## src/rtl/multicycle_control_unit_pkg.sv

```systemverilog
// Shared encodings for the multicycle RV32I control unit: FSM states, opcodes,
// and the datapath select fields used by ImmGen, ALU muxes, PC and write-back.
package multicycle_control_unit_pkg;

  typedef enum logic [2:0] {
    S_IF   = 3'd0,
    S_ID   = 3'd1,
    S_EX   = 3'd2,
    S_MEM  = 3'd3,
    S_WB   = 3'd4,
    S_HALT = 3'd5
  } state_t;

  localparam logic [6:0] OPC_LUI    = 7'b0110111;
  localparam logic [6:0] OPC_AUIPC  = 7'b0010111;
  localparam logic [6:0] OPC_JAL    = 7'b1101111;
  localparam logic [6:0] OPC_JALR   = 7'b1100111;
  localparam logic [6:0] OPC_BRANCH = 7'b1100011;
  localparam logic [6:0] OPC_LOAD   = 7'b0000011;
  localparam logic [6:0] OPC_STORE  = 7'b0100011;
  localparam logic [6:0] OPC_OP_IMM = 7'b0010011;
  localparam logic [6:0] OPC_OP     = 7'b0110011;
  localparam logic [6:0] OPC_SYSTEM = 7'b1110011;

  typedef enum logic [2:0] {
    IMM_I    = 3'd0,
    IMM_S    = 3'd1,
    IMM_B    = 3'd2,
    IMM_J    = 3'd3,
    IMM_U    = 3'd4,
    IMM_NONE = 3'd7
  } imm_sel_t;

  typedef enum logic [1:0] {SRCA_RS1 = 2'd0, SRCA_PC = 2'd1, SRCA_ZERO = 2'd2} alu_src_a_t;
  typedef enum logic [1:0] {SRCB_RS2 = 2'd0, SRCB_IMM = 2'd1, SRCB_FOUR = 2'd2} alu_src_b_t;
  typedef enum logic [1:0] {ALU_ADD = 2'd0, ALU_FUNCT = 2'd1, ALU_CMP = 2'd2} alu_op_t;
  typedef enum logic [1:0] {WB_ALUOUT = 2'd0, WB_MDR = 2'd1, WB_PC4 = 2'd2} wb_sel_t;
  typedef enum logic [1:0] {PC_PLUS4 = 2'd0, PC_ALUOUT = 2'd1, PC_BRANCH = 2'd2} pc_source_t;

  typedef struct packed {
    logic       mem_read;
    logic       mem_write;
    logic       i_or_d;
    logic       ir_write;
    logic       reg_write;
    wb_sel_t    wb_sel;
    alu_src_a_t alu_src_a;
    alu_src_b_t alu_src_b;
    alu_op_t    alu_op;
    imm_sel_t   imm_sel;
    logic       pc_write;
    pc_source_t pc_source;
  } ctrl_t;

  function automatic imm_sel_t imm_sel_of(input logic [6:0] opc);
    case (opc)
      OPC_OP_IMM, OPC_LOAD, OPC_JALR: return IMM_I;
      OPC_STORE:                      return IMM_S;
      OPC_BRANCH:                     return IMM_B;
      OPC_JAL:                        return IMM_J;
      OPC_LUI, OPC_AUIPC:             return IMM_U;
      default:                        return IMM_NONE;
    endcase
  endfunction

  // Unknown opcodes (including a non-halting SYSTEM) execute as a NOP.
  function automatic logic opcode_known(input logic [6:0] opc);
    case (opc)
      OPC_LUI, OPC_AUIPC, OPC_JAL, OPC_JALR, OPC_BRANCH,
      OPC_LOAD, OPC_STORE, OPC_OP_IMM, OPC_OP: return 1'b1;
      default:                                 return 1'b0;
    endcase
  endfunction

endpackage

```

## src/rtl/multicycle_control_unit_output_decode.sv

```systemverilog
// Combinational state+opcode to control-signal decode for the multicycle unit;
// also flags the cycle in which an instruction retires.
module mcu_output_decode
  import multicycle_control_unit_pkg::*;
(
  input  state_t     state_i,
  input  logic [6:0] opcode_i,
  input  logic       bcond_i,
  input  logic       mem_ready_i,
  output ctrl_t      ctrl_o,
  output logic       retire_o
);

  always_comb begin
    ctrl_o         = '0;
    retire_o       = 1'b0;
    ctrl_o.imm_sel = (state_i == S_IF) ? IMM_NONE : imm_sel_of(opcode_i);

    case (state_i)
      S_IF: begin
        ctrl_o.mem_read = 1'b1;
        ctrl_o.i_or_d   = 1'b0;
        ctrl_o.ir_write = mem_ready_i;
      end
      S_EX: begin
        case (opcode_i)
          OPC_OP:     ctrl_o.alu_op = ALU_FUNCT;
          OPC_OP_IMM: begin
            ctrl_o.alu_op    = ALU_FUNCT;
            ctrl_o.alu_src_b = SRCB_IMM;
          end
          OPC_LOAD, OPC_STORE: ctrl_o.alu_src_b = SRCB_IMM;
          OPC_BRANCH: begin
            ctrl_o.alu_op    = ALU_CMP;
            ctrl_o.pc_write  = 1'b1;
            ctrl_o.pc_source = bcond_i ? PC_BRANCH : PC_PLUS4;
            retire_o         = 1'b1;
          end
          OPC_JAL, OPC_AUIPC: begin
            ctrl_o.alu_src_a = SRCA_PC;
            ctrl_o.alu_src_b = SRCB_IMM;
          end
          OPC_JALR: ctrl_o.alu_src_b = SRCB_IMM;
          OPC_LUI: begin
            ctrl_o.alu_src_a = SRCA_ZERO;
            ctrl_o.alu_src_b = SRCB_IMM;
          end
          default: ;
        endcase
      end
      S_MEM: begin
        ctrl_o.i_or_d = 1'b1;
        if (opcode_i == OPC_STORE) begin
          ctrl_o.mem_write = 1'b1;
          ctrl_o.pc_write  = mem_ready_i;
          retire_o         = mem_ready_i;
        end else begin
          ctrl_o.mem_read = 1'b1;
        end
      end
      S_WB: begin
        ctrl_o.reg_write = opcode_known(opcode_i);
        ctrl_o.pc_write  = 1'b1;
        retire_o         = 1'b1;
        case (opcode_i)
          OPC_LOAD: ctrl_o.wb_sel = WB_MDR;
          OPC_JAL: begin
            ctrl_o.wb_sel    = WB_PC4;
            ctrl_o.pc_source = PC_BRANCH;
          end
          OPC_JALR: begin
            ctrl_o.wb_sel    = WB_PC4;
            ctrl_o.pc_source = PC_ALUOUT;
          end
          default: ;
        endcase
      end
      default: ;
    endcase
  end

endmodule

```

## src/rtl/multicycle_control_unit.sv

```systemverilog
// Multicycle RV32I control FSM: IF/ID/EX/MEM/WB sequencing with a req/ready
// memory handshake, retired-instruction counter and sticky ECALL halt.
module multicycle_control_unit
  import multicycle_control_unit_pkg::*;
#(
  parameter int unsigned CNT_WIDTH = 32
) (
  input  logic                 clk,
  input  logic                 reset,
  input  logic [6:0]           opcode,
  input  logic                 bcond,
  input  logic                 halt_req,
  input  logic                 mem_ready,
  output logic                 mem_read,
  output logic                 mem_write,
  output logic                 i_or_d,
  output logic                 ir_write,
  output logic                 reg_write,
  output logic [1:0]           wb_sel,
  output logic [1:0]           alu_src_a,
  output logic [1:0]           alu_src_b,
  output logic [1:0]           alu_op,
  output logic [2:0]           imm_sel,
  output logic                 pc_write,
  output logic [1:0]           pc_source,
  output logic                 is_halt,
  output logic [CNT_WIDTH-1:0] retired
);

  state_t               state_q, state_d;
  logic                 is_halt_q;
  logic [CNT_WIDTH-1:0] retired_q;
  ctrl_t                ctrl;
  logic                 retire;

  mcu_output_decode u_decode (
    .state_i    (state_q),
    .opcode_i   (opcode),
    .bcond_i    (bcond),
    .mem_ready_i(mem_ready),
    .ctrl_o     (ctrl),
    .retire_o   (retire)
  );

  always_comb begin
    state_d = state_q;
    case (state_q)
      S_IF:   if (mem_ready) state_d = S_ID;
      S_ID:   state_d = (halt_req && opcode == OPC_SYSTEM) ? S_HALT : S_EX;
      S_EX: begin
        case (opcode)
          OPC_BRANCH:          state_d = S_IF;
          OPC_LOAD, OPC_STORE: state_d = S_MEM;
          default:             state_d = S_WB;
        endcase
      end
      S_MEM:  if (mem_ready) state_d = (opcode == OPC_STORE) ? S_IF : S_WB;
      S_WB:   state_d = S_IF;
      S_HALT: state_d = S_HALT;
      default: state_d = S_IF;
    endcase
  end

  always_ff @(posedge clk or negedge reset) begin
    if (!reset) begin
      state_q   <= S_IF;
      is_halt_q <= 1'b0;
      retired_q <= '0;
    end else begin
      state_q   <= state_d;
      is_halt_q <= (state_d == S_HALT);
      if (retire) retired_q <= retired_q + CNT_WIDTH'(1);
    end
  end

  // Decoded outputs are Mealy, so they must be gated to hold 0 while reset is low.
  always_comb begin
    mem_read  = 1'b0;
    mem_write = 1'b0;
    i_or_d    = 1'b0;
    ir_write  = 1'b0;
    reg_write = 1'b0;
    wb_sel    = '0;
    alu_src_a = '0;
    alu_src_b = '0;
    alu_op    = '0;
    imm_sel   = '0;
    pc_write  = 1'b0;
    pc_source = '0;
    if (reset) begin
      mem_read  = ctrl.mem_read;
      mem_write = ctrl.mem_write;
      i_or_d    = ctrl.i_or_d;
      ir_write  = ctrl.ir_write;
      reg_write = ctrl.reg_write;
      wb_sel    = ctrl.wb_sel;
      alu_src_a = ctrl.alu_src_a;
      alu_src_b = ctrl.alu_src_b;
      alu_op    = ctrl.alu_op;
      imm_sel   = ctrl.imm_sel;
      pc_write  = ctrl.pc_write;
      pc_source = ctrl.pc_source;
    end
  end

  assign is_halt = is_halt_q;
  assign retired = retired_q;

endmodule

```

## config.mk

```make
export PLATFORM = sky130hd
export DESIGN_NAME = multicycle_control_unit
export DESIGN_NICKNAME = d
export VERILOG_FILES = /design/src/rtl/multicycle_control_unit_pkg.sv /design/src/rtl/multicycle_control_unit_output_decode.sv /design/src/rtl/multicycle_control_unit.sv
export SDC_FILE = /design/constraint.sdc
export NUM_CORES = 1
export LEC_CHECK = 0
export BUFFER_PORTS_ARGS = -buffer_cell sky130_fd_sc_hd__buf_2
export CORE_MARGIN = 3
export CORE_UTILIZATION = 55
export CTS_CLUSTER_DIAMETER = 150
export DETAILED_ROUTE_END_ITERATION = 10
export PLACE_DENSITY = 0.85
export SLEW_MARGIN = 20
export SYNTH_ARGS = -nofsm -noshare
export SYNTH_HDL_FRONTEND = slang
export SYNTH_SLANG_ARGS = --single-unit
```

## constraint.sdc

```tcl
create_clock -name clk -period 5.7 [get_ports clk]
set_clock_uncertainty 0.1 [all_clocks]
set_input_delay 0.285 -clock clk [delete_from_list [all_inputs] [get_ports clk]]
set_output_delay 0.285 -clock clk [all_outputs]
set_load 0.005 [all_outputs]
```

## After elaboration in Yosys (flattened, before gate mapping)

Cells that the tools add are included.

- Register bits: 36
- Input port bits: 12
- Word-level logic and storage cells: 71

- Add/sub/neg operators: 1
- Equal/unequal tests: 16
- Mux-type cells: 41
- Reduce and logical (&&, ||, !) cells: 10

Operators by type and width:

| operator | count |
|---|---|
| 32-bit by 1-bit adder with 32-bit output, second input constant | 1 |
| 3-bit case mux with 5 select lines | 2 |
| 7-bit == test, second input constant | 4 |
| 3-bit 2-to-1 mux | 8 |
| 7-bit by 6-bit == test with 1-bit output, second input constant | 3 |
| 2-bit case mux with 2 select lines | 5 |
| 1-bit 2-to-1 mux | 15 |
| 7-bit by 5-bit == test with 1-bit output, second input constant | 2 |
| 2-bit 2-to-1 mux | 6 |
| 2-bit OR reduction | 5 |
| 3-bit == test, second input constant | 3 |
| 9-bit OR reduction | 1 |
| 7-bit by 2-bit == test with 1-bit output, second input constant | 1 |
| 7-bit OR reduction | 1 |
| 3-bit by 2-bit == test with 1-bit output, second input constant | 2 |
| 6-bit 2-to-1 mux | 1 |
| 1-bit case mux with 3 select lines | 2 |
| 3-bit case mux with 2 select lines | 1 |
| 3-bit by 1-bit == test with 1-bit output, second input constant | 1 |
| 3-bit logical NOT | 1 |
| 3-bit OR reduction | 1 |
| 1-bit case mux with 2 select lines | 1 |
| 1-bit logical AND | 1 |

## Logic depth before layout (Yosys ltp)

Gate-level depths: netlist of run 1.

- Depth after elaboration: 5
- Depth in mapped cells: 7
- Depth with buffers taken out: 5

## Hierarchy

A second synthesis of run 1 with hierarchy kept.

- Cell total of the unflattened synthesis: 239
- Area total of the unflattened synthesis: 2329.7 µm²

Modules (own cells, without submodules):

| module | times used | cells an instance | area an instance (µm²) |
|---|---|---|---|
| multicycle_control_unit | 1 | 173 | 1876.8 |
| mcu_output_decode | 1 | 66 | 452.9 |

## Worst setup path before layout of run 1

Ideal clock, no wire load.

- Path type: input -> output
- Start point: input port opcode[4]
- End point: output port imm_sel[0]
- Arrival: 1478 ps
- Path slack: 3837 ps
- Stages: 6
- Path through: clkbuf_1 -> or2b_1 -> nor4_2 -> nor2_1 -> a221oi_1 -> a21boi_0

- Word-level cells in the longest chain between the ends: 5
- Elaborated cells between the ends (all ways): 13
- Those cells by class: 8 x eq/ne; 3 x mux; 2 x reduce/logical

Ends and longest elaborated chain:

| item | line | source |
|---|---|---|
| start: declaration | multicycle_control_unit.sv:10 | `input logic [6:0] opcode,` |
| 7-bit by 2-bit == test with 1-bit output, or another cell as far along | multicycle_control_unit_pkg.sv:56 | `case (opc)` |
| 3-bit OR reduction / 2-bit OR reduction (equally long branches) | multicycle_control_unit_pkg.sv:56 |  |
| 3-bit case mux with 5 select lines (*) | multicycle_control_unit_pkg.sv:56 |  |
| 3-bit 2-to-1 mux (*) | multicycle_control_unit_output_decode.sv:17 | `ctrl_o.imm_sel = (state_i == S_IF) ? IMM_NONE : imm_sel_of(opcode_i);` |
| 3-bit 2-to-1 mux (*) | multicycle_control_unit.sv:90 | `if (reset) begin` |
| end: declaration | multicycle_control_unit.sv:23 | `output logic [2:0] imm_sel,` |

Every way passes the cells marked *; elsewhere a longest branch is shown, timed or not.

## Final worst setup path of run 1

- Start point: register state_q[0]
- End point: output port pc_source[0]

- Word-level cells in the longest chain between the ends: 3
- Elaborated cells between the ends (all ways): 4
- Those cells by class: 2 x eq/ne; 2 x mux

Ends and longest elaborated chain:

| item | line | source |
|---|---|---|
| start: declaration | multicycle_control_unit.sv:30 | `state_t state_q, state_d;` |
| start signal: assignment | multicycle_control_unit.sv:70 | `state_q <= state_d;` |
| 3-bit == test / 3-bit by 2-bit == test with 1-bit output (equally long branches) | multicycle_control_unit_output_decode.sv:19 | `case (state_i)` |
| 2-bit case mux with 2 select lines (*) | multicycle_control_unit_output_decode.sv:19 |  |
| 2-bit 2-to-1 mux (*) | multicycle_control_unit.sv:90 |  |
| end: declaration | multicycle_control_unit.sv:25 | `output logic [1:0] pc_source,` |

Marks and branches as above.

==> results.txt, run 1 <==
----------------------------------------------------
[Clock tree]
  Clock tree root driver cell ... clkbuf_8
  Clock Sinks ... 36
  Number of H-tree levels ... 2
  Post CTS Setup Buffer Count ... 0
  Max clock buf depth ... 2
  Clk Latency, worst-skew pair ... 0.29 ns
  Clock-pin slew on the worst setup and hold paths ... 0.07 ns
  CTS tree ... yes
  Number of buffers created by CTS ... 5

[Synth]
  Combined area of all synthesized cells ... 0.00211 mm²
  Total of flip-flops plus latches after synthesis ... 36
  Yosys top cell by area ... dfrtp_1
  Fraction of synthesis flops using an asynchronous set or reset pin ... 1.00
  Mapped Avg Cell Area ... 9.85 µm²
  Number of enable flip-flop cells after synthesis ... 0
  Cell variety after synth ... 48
  Area share of the largest cell type after synthesis ... 0.428
  Synth Flop Type ... dfrtp_1
  Number of cells produced by synthesis ... 214
  Yosys warning count ... 0
  Sequential cell area fraction in the yosys report ... 0.428
  Synthesized netlist net count ... 227
  Leading cell types by total area after synthesis ... dfrtp_1 43%, xnor2_1 7.9%, xor2_1 5.0%

[Timing]
  Fin. Hold Viols ... 0
  Unrepaired setup endpoints after global routing ... false
  Final critical-path setup slack ... 3.24 ns
  Peak Freq ... 406 MHz
  Period minus WS final ... 2.46 ns
  Count of final max-slew check failures ... 0
  Max_slew headroom ... 0.628
  Crit share post-route ... 0.432
  Final-layout setup total negative slack ... 0 ns
  Final-report setup violation count ... 0
  Slew at the pin closest to its max-slew limit ... 0.553 ns

[Global routing]
  Most congested layer reported by global routing ... met2
  Maximum number of pins on one net before global-route repair ... 47
  Overall global routing resource usage ... 0.228
  Via count of the first global-routing pass ... 1,672
  Residual overflow from global routing ... 0
  Global-route wire length before repair ... 7800 µm
  Antenna violations before repair ... 0
  Global routing met2 resource utilization ... 0.367
  Met3 layer usage reported by global route ... 0.0755
  Met1 GRT Util ... 0.290

[Critical path]
  Startpoint Class ... flip-flop
  Path length in cells of the critical path ... 5
  Worst R2R End ... retired[19]$_DFFE_PN0P_
  Slowest stage cell on the critical path ... dfrtp_1
  Largest stage delay, worst path ... 0.54 ns
  Path depth of the worst reg2reg path ... 5
  Crit path buffers/inverters ... 1
  Category of the worst setup path capture point ... primary output
  Type of the worst setup path ... flip-flop to primary output
  Largest driver fanout on the critical path ... 15
  Launch instance of the worst register-to-register path ... state_q[0]$_DFF_PN0_
  Worst Path Arrival ... 2.08 ns
  Sequence of cells on the critical path ... or2_2 > nor2_2 > and3_1 > nor2b_1 > buf_2
  Worst path required time ... 5.32 ns
  Dominant delay contributor by cell family on the critical path ... simple AND/OR/NAND/NOR gates
  R2r setup slk ... 3.47 ns

[Route]
  DRC violations left ... 0
  Routed via count divided by cell count ... 5.55
  Vias after detailed routing ... 1,798
  Final routed wirelength across all metal layers ... 4620 µm
  Number of nets with antenna violations after routing ... 0
  Wire length per cell ... 14.3 µm
  First DRT Iteration DRCs ... 134
  Number of iterations in the first detailed-routing pass ... 4

[Placement]
  Number of placed instances, taps included ... 315
  Final weighted congestion in routability-driven placement ... 0.916
  Setup slack at placement ... 3.50 ns
  HPWL reported at the end of detailed placement ... 3490 µm
  Number of buffers added on ports ... 62

[Final layout]
  Total number of nets in the final design ... 290
  Total area of multi-input combinational cells ... 0.00112 mm²
  Final antenna diode count ... 0
  Share of cells above drive strength 1 ... 0.324
  Non-filler instance count after layout ... 324
  Fill count ... 283
  Area growth, synth to finish ... 20.5%
  Reg area ... 901 µm²

[Floorplanning]
  Standard-cell rows ... 21
  Die Span X ... 67.9 µm
  Chip height ... 67.9 µm
  Initial Util ... 0.598
  Floorplan die area ... 0.00461 mm²
  I/O pin cnt ... 64
  Core outline area ... 0.00352 mm²

[Pwr]
  Worst voltage drop across the vdd grid ... 238 µV
  Cell leakage power ... 0.00133 µW
  Power per cell area ... 274 mW/mm²

[Worst hold path]
  Worst hold path endpoint ... state_q[2]$_DFF_PN0_
  Worst hold path startpoint ... mem_ready
  Count of cells along the worst hold path ... 3
  Class of the tightest hold or removal check ... input pin to flip-flop

[Outcome]
  Result of the run ... completed

[Flow run]
  Max-cap violations ... 0

----------------------------------------------------
==> power by group <==
group	internal, µW	total, µW	switching (µW)	leakage, µW
Sequential	284	329	44.6	0.000461
Clock	98.5	186	87.8	0.0000455
Combinational	81.5	181	99.9	0.000827
Total	464	696	232	0.00133
==> synthesized netlist by cell type, types with 2 or more instances <==
cell type,count
nand2_1,19
inv_1,12
xnor2_1,19
nor2_1,18
nor4_2,5
clkbuf_1,5
a21boi_0,2
a21oi_1,2
nand4_1,5
and3_1,12
nand2b_1,2
dfrtp_1,36
o21ai_0,2
nor3_2,3
nor3_1,11
xor2_1,12
nor2b_1,6
nand3_1,13
==> per-layer routing <==
layer  vias to the layer above  routed length (µm)
met1                       860                2000
met4                         0                  64
met2                        70                2180
met5                         -                   0
met3                         7                 371
li1                        861                   -
==> worst max-delay path by stage <==
| stage | start | end | slack [ns] |
|---|---|---|---|
| 2_1_floorplan | opcode[4] | imm_sel[0] | 3.84 |
| 3_3_place_gp | state_q[0]$_DFF_PN0_ | retired[21]$_DFFE_PN0P_ | 3.60 |
| 3_5_place_dp | state_q[0]$_DFF_PN0_ | retired[19]$_DFFE_PN0P_ | 3.50 |
| 4_1_cts | reset | pc_source[1] | 3.21 |
| 5_1_grt | reset | pc_source[1] | 3.09 |
| 6_report | state_q[0]$_DFF_PN0_ | pc_source[0] | 3.24 |
==> cell families (layout without fill, tap and decap cells) <==
family | Yosys count | in the layout | synth area share
buf+inv | 20 | 84 | 0.0416
flops | 36 | 36 | 0.428
other cells | 1 | 1 | 0.00178
compound gates | 18 | 18 | 0.0784
fa+ha+maj | 1 | 1 | 0.00594
simple gates | 106 | 106 | 0.311
mux | 1 | 1 | 0.00534
xor+xnor | 31 | 31 | 0.129
==> area by class of cell <==
cell class / count / area share
tap: 46 / 0.0227
multi-input combinational: 158 / 0.440
clock buffer: 8 / 0.0355
timing repair buffer: 64 / 0.129
inverter: 12 / 0.0177
sequential: 36 / 0.355
==> worst register-to-register path, stage by stage, from the launching register on <==
cell	delay [ns]
dfrtp_1	0.54
or2_2	0.38
nor2_2	0.33
o211a_1	0.42
nand4_1	0.18
xnor2_1	0.16
==> flip-flops by register name, indices dropped and copies added, names as in the netlist <==
signal,cells
retired,32
is_halt,1
state_q,3
==> layout by cell type (no fill, tap or decap), types with 11 or more instances in the layout <==
master	n
nand2_1	19
nor3_1	11
and3_1	12
xor2_1	12
inv_1	12
nand3_1	13
buf_2	62
dfrtp_1	36
nor2_1	18
xnor2_1	19
==> what timing repair did <==
action,4_1_cts,5_1_grt
endpoints found under the hold margin,36,0
hold buffers,1,0
gates resized for setup,0,0
==> through the flow <==
step / hold slack [ns] / util / instance area (µm²) / power [µW]
2_1_floorplan: -0.111 / - / 2110 / 448
3_3_place_gp: 0.275 / 0.693 / 2440 / 508
3_5_place_dp: 0.274 / 0.693 / 2440 / 514
4_1_cts: 0.202 / 0.721 / 2540 / 701
5_1_grt: 0.225 / 0.721 / 2540 / 738
6_report: 0.210 / 0.721 / 2540 / 696
No activity file was read; power rests on OpenSTA's default activity.
==> run 2: changes to the inputs <==
--- a/config.mk
+++ b/config.mk
@@ -7,10 +7,10 @@
 export LEC_CHECK = 0
 export BUFFER_PORTS_ARGS = -buffer_cell sky130_fd_sc_hd__buf_2
 export CORE_MARGIN = 3
-export CORE_UTILIZATION = 55
+export CORE_UTILIZATION = 46
 export CTS_CLUSTER_DIAMETER = 150
 export DETAILED_ROUTE_END_ITERATION = 10
-export PLACE_DENSITY = 0.85
+export PLACE_DENSITY = 0.76
 export SLEW_MARGIN = 20
 export SYNTH_ARGS = -nofsm -noshare
 export SYNTH_HDL_FRONTEND = slang
==> constraint.sdc (replaced) <==
create_clock -name clk -period 2 [get_ports clk]
set_clock_uncertainty 0.1 [all_clocks]
set_input_delay 0.1 -clock clk [delete_from_list [all_inputs] [get_ports clk]]
set_output_delay 0.1 -clock clk [all_outputs]
set_load 0.005 [all_outputs]
==> run 2 against run 1 <==
Via count rose by 5.3%. Clock power rose to 3.0 times the previous value. Core utilization is 7.5 points lower. Critical path type is now flip-flop to flip-flop. Worst setup slack worse by 3.2 ns. Largest cell class unchanged.
==> results.txt, run 2 (same netlist as run 1, synthesis figures left out) <==
----------------------------------------------------
[Outcome]
  Result of the run ... completed

[Clock tree]
  Clock Sinks ... 36 (unchanged)
  CTS tree ... yes
  Clock tree root driver cell ... clkbuf_8
  Clk Latency, worst-skew pair ... 0.28 ns (about the same)
  Number of H-tree levels ... 2 (unchanged)
  Max clock buf depth ... 2 (unchanged)
  Number of buffers created by CTS ... 5 (unchanged)
  Clock-pin slew on the worst setup and hold paths ... 0.07 ns (about the same)

[Timing]
  Unrepaired setup endpoints after global routing ... true
  Count of final max-slew check failures ... 0 (unchanged)
  Period minus WS final ... 1.93 ns
  Crit share post-route ... 0.965
  Final-report setup violation count ... 0 (unchanged)
  Final Hold Slack ... 0.0532 ns (-0.157 ns)
  Fin. Hold Viols ... 0 (unchanged)
  Peak Freq ... 518 MHz

[Floorplanning]
  Standard-cell rows ... 23 (+9.5%)
  I/O pin cnt ... 64 (unchanged)
  Chip height ... 73.7 µm (+8.5%)
  Die Span X ... 73.7 µm (+8.5%)
  Core outline area ... 0.00420 mm² (+19%)
  Initial Util ... 0.501 (-0.0969)
  Floorplan die area ... 0.00543 mm² (+18%)

[Global routing]
  Global-route wire length before repair ... 8070 µm (+3.5%)
  Overall global routing resource usage ... 0.191 (-0.0372)
  Residual overflow from global routing ... 0 (unchanged)
  Antenna violations before repair ... 0 (unchanged)
  Via count of the first global-routing pass ... 1,771 (+5.9%)
  Maximum number of pins on one net before global-route repair ... 31 (-34%)

[Critical path]
  Largest driver fanout on the critical path ... 9 (-6)
  Category of the worst setup path capture point ... flip-flop
  R2r setup slk ... 0.07 ns (-3.40 ns)
  Path depth of the worst reg2reg path ... 6 (+1)
  Dominant delay contributor by cell family on the critical path ... simple AND/OR/NAND/NOR gates
  Worst R2R End ... retired[22]$_DFFE_PN0P_
  Launch instance of the worst register-to-register path ... state_q[0]$_DFF_PN0_
  Capturing element of the worst setup path ... retired[22]$_DFFE_PN0P_
  Path length in cells of the critical path ... 6 (+1)
  Worst path required time ... 2.10 ns (-3.22 ns)
  Sequence of cells on the critical path ... nand2b_4 > a2111oi_4 > buf_4 > o21ai_2 > nor3_1 > xnor2_1
  Crit path buffers/inverters ... 1 (unchanged)
  Type of the worst setup path ... flip-flop to flip-flop
  Slowest stage cell on the critical path ... dfrtp_1
  Launching element of the worst setup path ... state_q[0]$_DFF_PN0_
  Startpoint Class ... flip-flop
  Worst Path Arrival ... 2.03 ns (-0.05 ns)
  Largest stage delay, worst path ... 0.43 ns (-0.11 ns)

[Route]
  Wire length per cell ... 14.7 µm (+3.4%)
  Metal-1 WL ... 2160 µm (+7.8%)
  Highest routed layer ... met4
  Routed via count divided by cell count ... 5.55 (about the same)
  Vias after detailed routing ... 1,894 (+5.3%)
  WL met3 ... 282 µm (-24%)
  Final routed wirelength across all metal layers ... 5030 µm (+8.8%)
  DRC violations left ... 0 (unchanged)
  Number of nets with antenna violations after routing ... 0 (unchanged)
  Total met2 wirelength after detailed routing ... 2540 µm (+16%)
  Number of iterations in the first detailed-routing pass ... 4 (unchanged)
  First DRT Iteration DRCs ... 143 (+6.7%)

[Pwr]
  Total power ... 2170 µW (+210%)
  Cell leakage power ... 0.00140 µW (+4.9%)
  Worst voltage drop across the vdd grid ... 334 µV (+40%)
  Power per cell area ... 797 mW/mm² (+190%)

[Final layout]
  Share of cells above drive strength 1 ... 0.395 (+0.0714)
  Leading cell type in the layout, fill and taps excluded ... buf_2
  Flip-flop count of the largest register after layout ... 32 (unchanged)
  Total number of nets in the final design ... 304 (+4.8%)
  Final design area excluding fillers ... 0.00272 mm² (+6.9%)
  Fill count ... 350 (+24%)
  Area growth, synth to finish ... 28.9%
  Leading cell types in the layout, fill and taps excluded ... 62 x buf_2, 35 x dfrtp_1, 19 x nand2_1, 19 x xnor2_1, 16 x nor2_1
  Final antenna diode count ... 0 (unchanged)

[Placement]
  Final weighted congestion in routability-driven placement ... 0.818 (-11%)
  HPWL reported at the end of detailed placement ... 3720 µm (+6.6%)
  Placed instance area ... 0.00250 mm² (+2.7%)
  Number of buffers added on ports ... 62 (unchanged)

[Worst hold path]
  Class of the tightest hold or removal check ... input pin to flip-flop
  Worst hold path startpoint ... mem_ready

[Flow run]
  Max-cap violations ... 0 (unchanged)

----------------------------------------------------
## run 2: through the flow
step	TNS [ns]	cells	setup WS [ns]	util
floorplan	0	214	0.138	-
global placement	0	327	0.0190	0.596
detailed placement	-0.200	327	-0.0512	0.596
CTS	0	338	0.0186	0.628
global route	-0.153	341	-0.0372	0.647
finish	0	341	0.0692	0.647
## run 2: cell type report
cell class / count / area, µm² / share of cell area
Multi-Input combinational cell: 158 / 1180 / 0.433
Sequential cell: 36 / 902 / 0.332
Timing Repair Buffer: 78 / 433 / 0.159
Clock buffer: 7 / 96.3 / 0.0355
Tap cell: 50 / 62.6 / 0.0230
Inverter: 12 / 45.0 / 0.0166
## run 2: report_power, final
part / internal, µW / switching, µW
combinational: 330 / 371
sequential: 812 / 102
clock: 307 / 245
total: 1450 / 717
## run 2: timing repair
item / in CTS / in global routing
resized for setup: 1 / 13
hold buffers: 1 / 0
pin swaps: 2 / 4
setup endpoints to repair: 17 / 23
gates cloned: 0 / 0
endpoints found under the hold margin: 6 / 0
buffers inserted: 3 / 3
## run 2: per-layer routing
metal,track usage,vias to the layer above
met5,0,-
met4,0.0543,0
met3,0.0506,7
met2,0.302,56
met1,0.256,935
li1,-,896
## run 2: worst min-delay path, stage by stage
cell and delay [ns]:
buf_2 0.14, nand4_1 0.08, nand3_1 0.07
## run 2: worst min path at each step
stage	endpoint	slack [ns]	cells past startpoint
after floorplan	is_halt$_DFF_PN0_	-0.30	0
after global placement	state_q[0]$_DFF_PN0_	-0.08	1
after detailed placement	state_q[0]$_DFF_PN0_	-0.09	1
after CTS	state_q[0]$_DFF_PN0_	0.03	3
after global routing	state_q[0]$_DFF_PN0_	0.05	3
final	state_q[2]$_DFF_PN0_	0.05	3
